`src/rtl/rr_arb_pkg.sv`:
```
// rtl/rr_arb_pkg.sv - shared encodings and helpers for the round-robin phase arbiter
package rr_arb_pkg;

    localparam int N_REQ        = 4;
    localparam int MAX_HOLD_DEF = 8;

    typedef enum logic [1:0] {
        ST_IDLE  = 2'b00,
        ST_GRANT = 2'b01,
        ST_GAP   = 2'b10
    } state_t;

    // Modulo-4 pointer arithmetic; the 2-bit result wraps naturally.
    function automatic logic [1:0] wrap_add(input logic [1:0] a, input logic [1:0] b);
        return a + b;
    endfunction

endpackage

```
`src/rtl/rr_pick4.sv`:
```
// rtl/rr_pick4.sv - combinational rotate-priority picker, scans last_ptr+1 .. last_ptr+4
import rr_arb_pkg::*;

module rr_pick4 (
    input  logic [N_REQ-1:0] i_req,
    input  logic [1:0]       i_last_ptr,
    output logic             o_valid,
    output logic [1:0]       o_idx
);

    // Walk from the farthest candidate back to the nearest so the nearest set bit wins.
    always_comb begin
        o_valid = 1'b0;
        o_idx   = i_last_ptr;
        for (int k = N_REQ; k >= 1; k--) begin
            if (i_req[wrap_add(i_last_ptr, 2'(k))]) begin
                o_valid = 1'b1;
                o_idx   = wrap_add(i_last_ptr, 2'(k));
            end
        end
    end

endmodule

```
`src/rtl/rr_phase_arbiter.sv`:
```
// rtl/rr_phase_arbiter.sv - round-robin arbiter sharing one 4-phase sequencer among 4 requesters
import rr_arb_pkg::*;

module rr_phase_arbiter #(
    parameter int MAX_HOLD = MAX_HOLD_DEF,
    parameter int HOLD_W   = 4
) (
    input  logic             i_clk,
    input  logic             i_rst,
    input  logic [N_REQ-1:0] i_req,
    input  logic [N_REQ-1:0] i_done,
    output logic [N_REQ-1:0] o_gnt,
    output logic [1:0]       o_gnt_id,
    output logic             o_busy,
    output logic             o_timeout
);

    state_t             r_state;
    logic [N_REQ-1:0]   r_gnt;
    logic [1:0]         r_gnt_id;
    logic               r_busy;
    logic               r_timeout;
    logic [HOLD_W-1:0]  r_hold_cnt;
    logic [1:0]         r_last_ptr;

    logic               w_valid;
    logic [1:0]         w_idx;
    logic               w_voluntary;
    logic               w_hold_exp;
    logic               w_release;

    rr_pick4 u_pick (
        .i_req      (i_req),
        .i_last_ptr (r_last_ptr),
        .o_valid    (w_valid),
        .o_idx      (w_idx)
    );

    // A done pulse or request drop on the owner outranks the hold limit for the timeout flag.
    assign w_voluntary = i_done[r_gnt_id] | ~i_req[r_gnt_id];
    assign w_hold_exp  = (r_hold_cnt == HOLD_W'(MAX_HOLD));
    assign w_release   = w_voluntary | w_hold_exp;

    always_ff @(posedge i_clk) begin
        if (i_rst) begin
            r_state    <= ST_IDLE;
            r_gnt      <= '0;
            r_gnt_id   <= 2'd0;
            r_busy     <= 1'b0;
            r_timeout  <= 1'b0;
            r_hold_cnt <= '0;
            r_last_ptr <= 2'd3;
        end else begin
            case (r_state)
                ST_IDLE: begin
                    r_timeout <= 1'b0;
                    if (w_valid) begin
                        r_gnt      <= N_REQ'(1) << w_idx;
                        r_gnt_id   <= w_idx;
                        r_busy     <= 1'b1;
                        r_last_ptr <= w_idx;
                        r_hold_cnt <= HOLD_W'(1);
                        r_state    <= ST_GRANT;
                    end
                end
                ST_GRANT: begin
                    if (w_release) begin
                        r_gnt      <= '0;
                        r_busy     <= 1'b0;
                        r_timeout  <= w_hold_exp & ~w_voluntary;
                        r_hold_cnt <= '0;
                        r_state    <= ST_GAP;
                    end else begin
                        r_hold_cnt <= r_hold_cnt + HOLD_W'(1);
                    end
                end
                ST_GAP: begin
                    r_timeout <= 1'b0;
                    r_state   <= ST_IDLE;
                end
                default: begin
                    r_gnt      <= '0;
                    r_busy     <= 1'b0;
                    r_timeout  <= 1'b0;
                    r_hold_cnt <= '0;
                    r_state    <= ST_IDLE;
                end
            endcase
        end
    end

    assign o_gnt     = r_gnt;
    assign o_gnt_id  = r_gnt_id;
    assign o_busy    = r_busy;
    assign o_timeout = r_timeout;

endmodule
```
`config.mk`:
```
export PLATFORM = sky130hd
export DESIGN_NAME = rr_phase_arbiter
export DESIGN_NICKNAME = d
export VERILOG_FILES = /design/src/rtl/rr_arb_pkg.sv /design/src/rtl/rr_pick4.sv /design/src/rtl/rr_phase_arbiter.sv
export SDC_FILE = /design/constraint.sdc
export NUM_CORES = 1
export LEC_CHECK = 0
export BUFFER_PORTS_ARGS = -buffer_cell sky130_fd_sc_hd__buf_2
export CORE_AREA = 2 2 40 61
export DETAILED_ROUTE_END_ITERATION = 12
export DIE_AREA = 0 0 42 63
export GPL_TIMING_DRIVEN = 0
export PLACE_DENSITY = 0.63
export SYNTH_ARGS = -nofsm -noshare
export SYNTH_HDL_FRONTEND = slang
export SYNTH_SLANG_ARGS = --single-unit
export TNS_END_PERCENT = 100
```
`constraint.sdc`:
```
create_clock -name i_clk -period 3.1 [get_ports i_clk]
set_input_delay 0.62 -clock i_clk [delete_from_list [all_inputs] [get_ports i_clk]]
set_output_delay 0.62 -clock i_clk [all_outputs]
set_load 0.01 [all_outputs]
```
==> impl_metrics.py, run 1 <==
metrics = {
    "critical_path": {
        "endpoint_kind": "flip-flop",
        "required_ps": 3250,
        "critPathKind": "in2reg",
        "cp_max_fo": 7,
        "cp-start-kind": "input port",
        "crit_arrival_ps": 1840,
    },
    "sta": {
        "fin_setup_tns_ps": 0,
        "fin_crit_ps": 1694,
        "fmax_mhz": 590.5,
        "max_slew_margin": 0.3965,
        "finalCritPeriodShare": 0.5463,
        "final-setup-viol-count": 0,
        "finalClockSkew_ps": 7.460,
        "setup_slack_ps": 1406,
        "tightest_slew_ps": 894.0,
        "final_max_slew_viol_count": 0,
        "rsz0062_at_grt": "no",
        "final_hold_viol_count": 0,
    },
    "clock_tree": {
        "cts_buffers": 3,
        "cts_resized": 0,
        "worstSkewPairLatency_ps": 290,
        "htree_num_levels": 1,
        "cts_tree": "built",
        "cts_root_buf": "clkbuf_4",
        "hold_buffers": 0,
        "ctsLongestPathBuffers": 2,
        "postCtsSetupRepairBufs": 0,
        "path_clk_slew_ps": 90,
        "numClockSinks": 16,
    },
    "hold_path": {
        "hold_class": "reg2reg",
    },
    "final_layout": {
        "n_antenna_cell": 0,
        "drive_above_1_share": 0.2500,
        "nNetsFinal": 122,
        "num-fill-cells": 226,
        "syn_to_final_growth_pct": 16.72,
        "final_cells": 131,
        "final_area_um2": 952.2,
    },
    "grt": {
        "antenna_found_initial": 0,
        "grt_first_pass_wirelength_mm": 2.884,
        "grt_use_total": 0.1413,
        "gr-total-overflow": 0,
        "grt_pass1_vias": 669,
        "grt_max_degree": 11,
    },
    "die": {
        "io_pins": 18,
        "fp.dieW_um": 42,
        "die_area_um2": 2646,
        "start_util": 0.3833,
        "fp.dieH_um": 63,
        "fp-row-count": 21,
        "core_area_um2": 2128,
    },
    "logic_synthesis": {
        "ys_warn_count": 0,
        "syn_inst": 88,
        "synthesis.nets": 100,
        "netlist_area_um2": 815.8,
        "synth_cell_types": 31,
        "ys_ff_latch": 16,
        "ys_seq_area_frac": 0.3926,
        "avgSynthCellArea_um2": 9.270,
    },
    "route": {
        "drc": 0,
        "routed_wl_mm": 1.712,
        "wl_per_cell_um": 13.07,
        "viasPerCell": 5.611,
        "antenna_left": 0,
        "drt_iter0_drc": 13,
        "num_vias": 735,
        "firstDrtPassIters": 4,
    },
    "placement": {
        "port_buffers": 17,
        "post-place-ws_ps": 1078,
        "place_inst": 128,
        "dpl_cell_area_um2": 929.6,
        "gp_congestion": 0.7871,
        "post-dp-hpwl_mm": 1.369,
    },
    "status": {
        "status": "finished clean",
    },
    "flow_run": {
        "drv_cap": 0,
    },
    "power": {
        "power.leakage_nw": 0.3696,
        "power_density_nw_per_um2": 530.8,
        "peakVddDrop_uv": 223.3,
    },
}
[cell usage after synthesis]
cell,instances,share of area
and3b_1,2,0.021
ha_1,2,0.031
a211oi_1,5,0.046
or3_1,4,0.031
o32ai_1,4,0.043
a21oi_1,5,0.031
nor3_2,1,0.012
clkbuf_1,1,0.0046
a31oi_1,1,0.0077
nand3b_1,2,0.018
or2b_1,1,0.0092
dfxtp_1,16,0.39
a211oi_2,1,0.015
o311a_2,1,0.014
a2bb2oi_1,1,0.011
mux4_2,1,0.028
inv_1,4,0.018
a21oi_4,1,0.020
nand2_1,7,0.032
nor4b_1,1,0.011
nor2b_1,5,0.038
nor2_1,7,0.032
nor4_2,1,0.015
o21ai_0,4,0.025
mux2i_1,1,0.012
nand2b_1,3,0.023
o21a_1,1,0.0092
o311ai_0,1,0.011
nor3_1,2,0.012
o21ba_4,1,0.020
nand3_1,1,0.0061
[power breakdown]
| part | total, mW | internal (mW) | switching [mW] |
|---|---|---|---|
| clock | 0.110 | 0.0452 | 0.0645 |
| sequential | 0.252 | 0.230 | 0.0217 |
| combinational | 0.144 | 0.0646 | 0.0793 |
[placed cells by master (no fill, tap or decap), drive strengths merged]
cell type,netlist,routed
nor3,3,3
nor2b,5,5
mux4,1,1
o21a,1,1
o21ai,4,4
o21ba,1,1
nand2,7,7
nor4,1,1
or2b,1,1
inv,4,4
mux2i,1,1
o311a,1,1
clkbuf,1,4
a31oi,1,1
a2bb2oi,1,1
nor4b,1,1
or3,4,4
dfxtp,16,16
nor2,7,7
a211oi,6,6
o311ai,1,1
nand3,1,1
and3b,2,2
a21oi,6,6
nand2b,3,3
nand3b,2,2
ha,2,2
buf,0,17
o32ai,4,4
[final timing paths]
path	start	endpoint	slack (ps)	cells after the start
setup / recovery	i_req[3]	o_gnt[3]	1410	5
hold / removal	o_gnt[0]	o_gnt[0]	470	2
setup reg to reg	r_hold_cnt[0]	o_busy	1540	6
hold reg to reg	o_gnt[0]	o_gnt[0]	470	2
[stage by stage]
step | hold slack (ps) | total power [mW] | utilization
6_report | 466.6 | 0.5054 | 0.4474
5_1_grt | 510.1 | 0.5370 | 0.4474
4_1_cts | 472.6 | 0.5120 | 0.4474
3_5_place_dp | 458.6 | 0.4038 | 0.4368
3_3_place_gp | 454.4 | 0.4002 | 0.4368
2_1_floorplan | 483.6 | 0.3557 | -
[worst max-delay path, cell delays in order]
cell and delay [ps]:
buf_2 140, nor2b_1 130, mux4_2 550, a21oi_4 260, o32ai_1 130
[logic make-up after synthesis]
family | count (synthesis) | synth area share
adders and majority gates | 2 | 0.03067
and+or+nand+nor | 37 | 0.2623
DFF | 16 | 0.3926
buffers and inverters | 5 | 0.02300
AOI/OAI and AO/OA | 26 | 0.2515
muxes | 2 | 0.03988
[registers in the layout, summed over array words and instances, names as in the netlist]
name        cells
o_gnt           4
r_hold_cnt      4
o_gnt_id        2
r_last_ptr      2
r_state         2
o_busy          1
o_timeout       1
[final cells by class]
type                       instances  area, um^2  share of cell area
timing repair buffer              17       85.08             0.08936
buffer                             1       3.754            0.003942
tap                               23       28.78             0.03022
multi-input combinational         67       476.7              0.5007
clock buffer                       3       22.52             0.02365
inverter                           4       15.01             0.01577
sequential                        16       320.3              0.3364
[layer usage]
metal / vias up / wire length (um) / global-route usage
met4: 0 / 40 / 0.07258
met1: 348 / 653 / 0.1512
met5: - / 0 / 0
met3: 5 / 71 / 0.02312
li1: 369 / - / -
met2: 13 / 947 / 0.2559
No activity file was read; power rests on OpenSTA's default activity.
==> inputs of run 2 (changes only) <==
--- a/config.mk
+++ b/config.mk
@@ -10,7 +10,7 @@
 export DETAILED_ROUTE_END_ITERATION = 12
 export DIE_AREA = 0 0 42 63
 export GPL_TIMING_DRIVEN = 0
-export PLACE_DENSITY = 0.63
+export PLACE_DENSITY = 0.65
 export SYNTH_ARGS = -nofsm -noshare
 export SYNTH_HDL_FRONTEND = slang
 export SYNTH_SLANG_ARGS = --single-unit
==> constraint.sdc (replaced) <==
create_clock -name i_clk -period 1.5 [get_ports i_clk]
set_input_delay 0.3 -clock i_clk [delete_from_list [all_inputs] [get_ports i_clk]]
set_output_delay 0.3 -clock i_clk [all_outputs]
set_load 0.01 [all_outputs]
==> run 2 against run 1 <==
Effect of this change: combinational power rose by 140%; register-to-register slack worse by 1500 ps; non-clock buffer count is 3 higher; clock skew is 0.61 ps lower; die area is the same; highest routed layer unchanged; routed wire length is 2.0% higher.
==> impl_metrics.py, run 2 (synthesis results as in run 1) <==
metrics = {
    "status": {
        "status": "finished clean",
    },
    "route": {
        "wl_per_cell_um": 12.93,
        "num_vias": 735,
        "drc": 0,
        "routed_wl_mm": 1.746,
        "firstDrtPassIters": 4,
        "viasPerCell": 5.444,
        "drt_iter0_drc": 15,
        "antenna_left": 0,
    },
    "final_layout": {
        "syn_to_final_growth_pct": 24.54,
        "final_common_cell": "buf_2",
        "mostFrequentLayoutCells": "17 x buf_2, 12 x dfxtp_1, 7 x nand2_1, 6 x nor2_1",
        "register_area_um2": 325.3,
        "nNetsFinal": 125,
        "drive_above_1_share": 0.3393,
        "num-fill-cells": 219,
        "n_antenna_cell": 0,
        "multiInputGateArea_um2": 499.2,
    },
    "critical_path": {
        "cp_max_fo": 7,
        "crit_arrival_ps": 1620,
        "critPathKind": "reg2reg",
        "required_ps": 1660,
        "cp-start-kind": "flip-flop",
        "endpoint_kind": "flip-flop",
    },
    "sta": {
        "setup_slack_ps": 38.41,
        "final_hold_viol_count": 0,
        "final-setup-viol-count": 0,
        "fmax_mhz": 684.2,
        "tightest_slew_ps": 727.7,
        "finalClockSkew_ps": 6.851,
        "rsz0062_at_grt": "yes",
        "final_max_slew_viol_count": 0,
        "fin_setup_tns_ps": 0,
        "finalCritPeriodShare": 0.9744,
        "max_slew_margin": 0.5072,
        "fin_crit_ps": 1462,
    },
    "die": {
        "fp-row-count": 21,
        "core_area_um2": 2128,
        "fp.dieW_um": 42,
        "io_pins": 18,
        "die_area_um2": 2646,
        "start_util": 0.3833,
        "fp.dieH_um": 63,
    },
    "clock_tree": {
        "path_clk_slew_ps": 100,
        "cts_root_buf": "clkbuf_4",
        "cts_tree": "built",
        "cts_buffers": 3,
        "hold_buffers": 0,
        "worstSkewPairLatency_ps": 290,
        "ctsLongestPathBuffers": 2,
        "numClockSinks": 16,
        "htree_num_levels": 1,
    },
    "power": {
        "peakVddDrop_uv": 554.8,
        "power.leakage_nw": 0.3972,
        "power_density_nw_per_um2": 1131,
        "power_mw": 1.149,
    },
    "grt": {
        "antenna_found_initial": 0,
        "grt_first_pass_wirelength_mm": 3.056,
        "grt_max_degree": 11,
        "grt_use_total": 0.1478,
        "gr-total-overflow": 0,
        "grt_pass1_vias": 710,
    },
    "placement": {
        "post-dp-hpwl_mm": 1.396,
        "gp_congestion": 0.7500,
        "post-place-ws_ps": -193.2,
        "port_buffers": 17,
    },
    "flow_run": {
        "drv_cap": 0,
    },
    "hold_path": {
        "hold_class": "in2reg",
    },
}
run 2: through the flow:
stage	utilization	std cells	hold slack (ps)	instance area, um^2
2_1_floorplan	-	88	376.7	815.8
3_3_place_gp	0.4368	128	456.8	929.6
3_5_place_dp	0.4368	128	460.7	929.6
4_1_cts	0.4627	134	214.7	984.7
5_1_grt	0.4774	135	220.6	1016
6_report	0.4774	135	217.7	1016
run 2: final cells by class:
type	count	share of cell area
multi-input combinational	67	0.4914
sequential	16	0.3202
timing repair buffer	20	0.1059
clock buffer	4	0.03571
tap	23	0.02833
inverter	4	0.01478
buffer	1	0.003695
run 2: repair_timing:
item,4_1_cts,5_1_grt
gates cloned,0,0
pin swaps,1,2
buffers inserted,2,1
endpoints found under the setup margin,10,8
resized for setup,3,6
run 2: worst max-delay path: stages (launching register included):
cell     delay (ps)
dfxtp_2         360
mux4_2          560
a21oi_4         270
o32ai_1         140
run 2: routing by layer:
metal  routed length, um  up-vias  global-route usage
met1                 641      334              0.1515
met2                1005       17              0.2813
met5                   0        -                   0
met4                  38        0             0.07258
li1                    -      379                   -
met3                  61        5             0.01734
run 2: path summary, 6_finish.rpt:
path	to	from	slack (ps)	cells past startpoint
worst max-delay path	o_gnt[0]	o_gnt_id[1]	40	3
worst min-delay path	o_timeout	i_rst	220	2
worst max register to register	o_gnt[0]	o_gnt_id[1]	40	3
worst min register to register	o_gnt[0]	o_gnt[0]	480	2
run 2: power by group:
| group | leakage (nW) | switching [mW] | internal (mW) |
|---|---|---|---|
| clock | 0.0210 | 0.137 | 0.148 |
| sequential | 0.132 | 0.0462 | 0.479 |
| combinational | 0.244 | 0.180 | 0.159 |
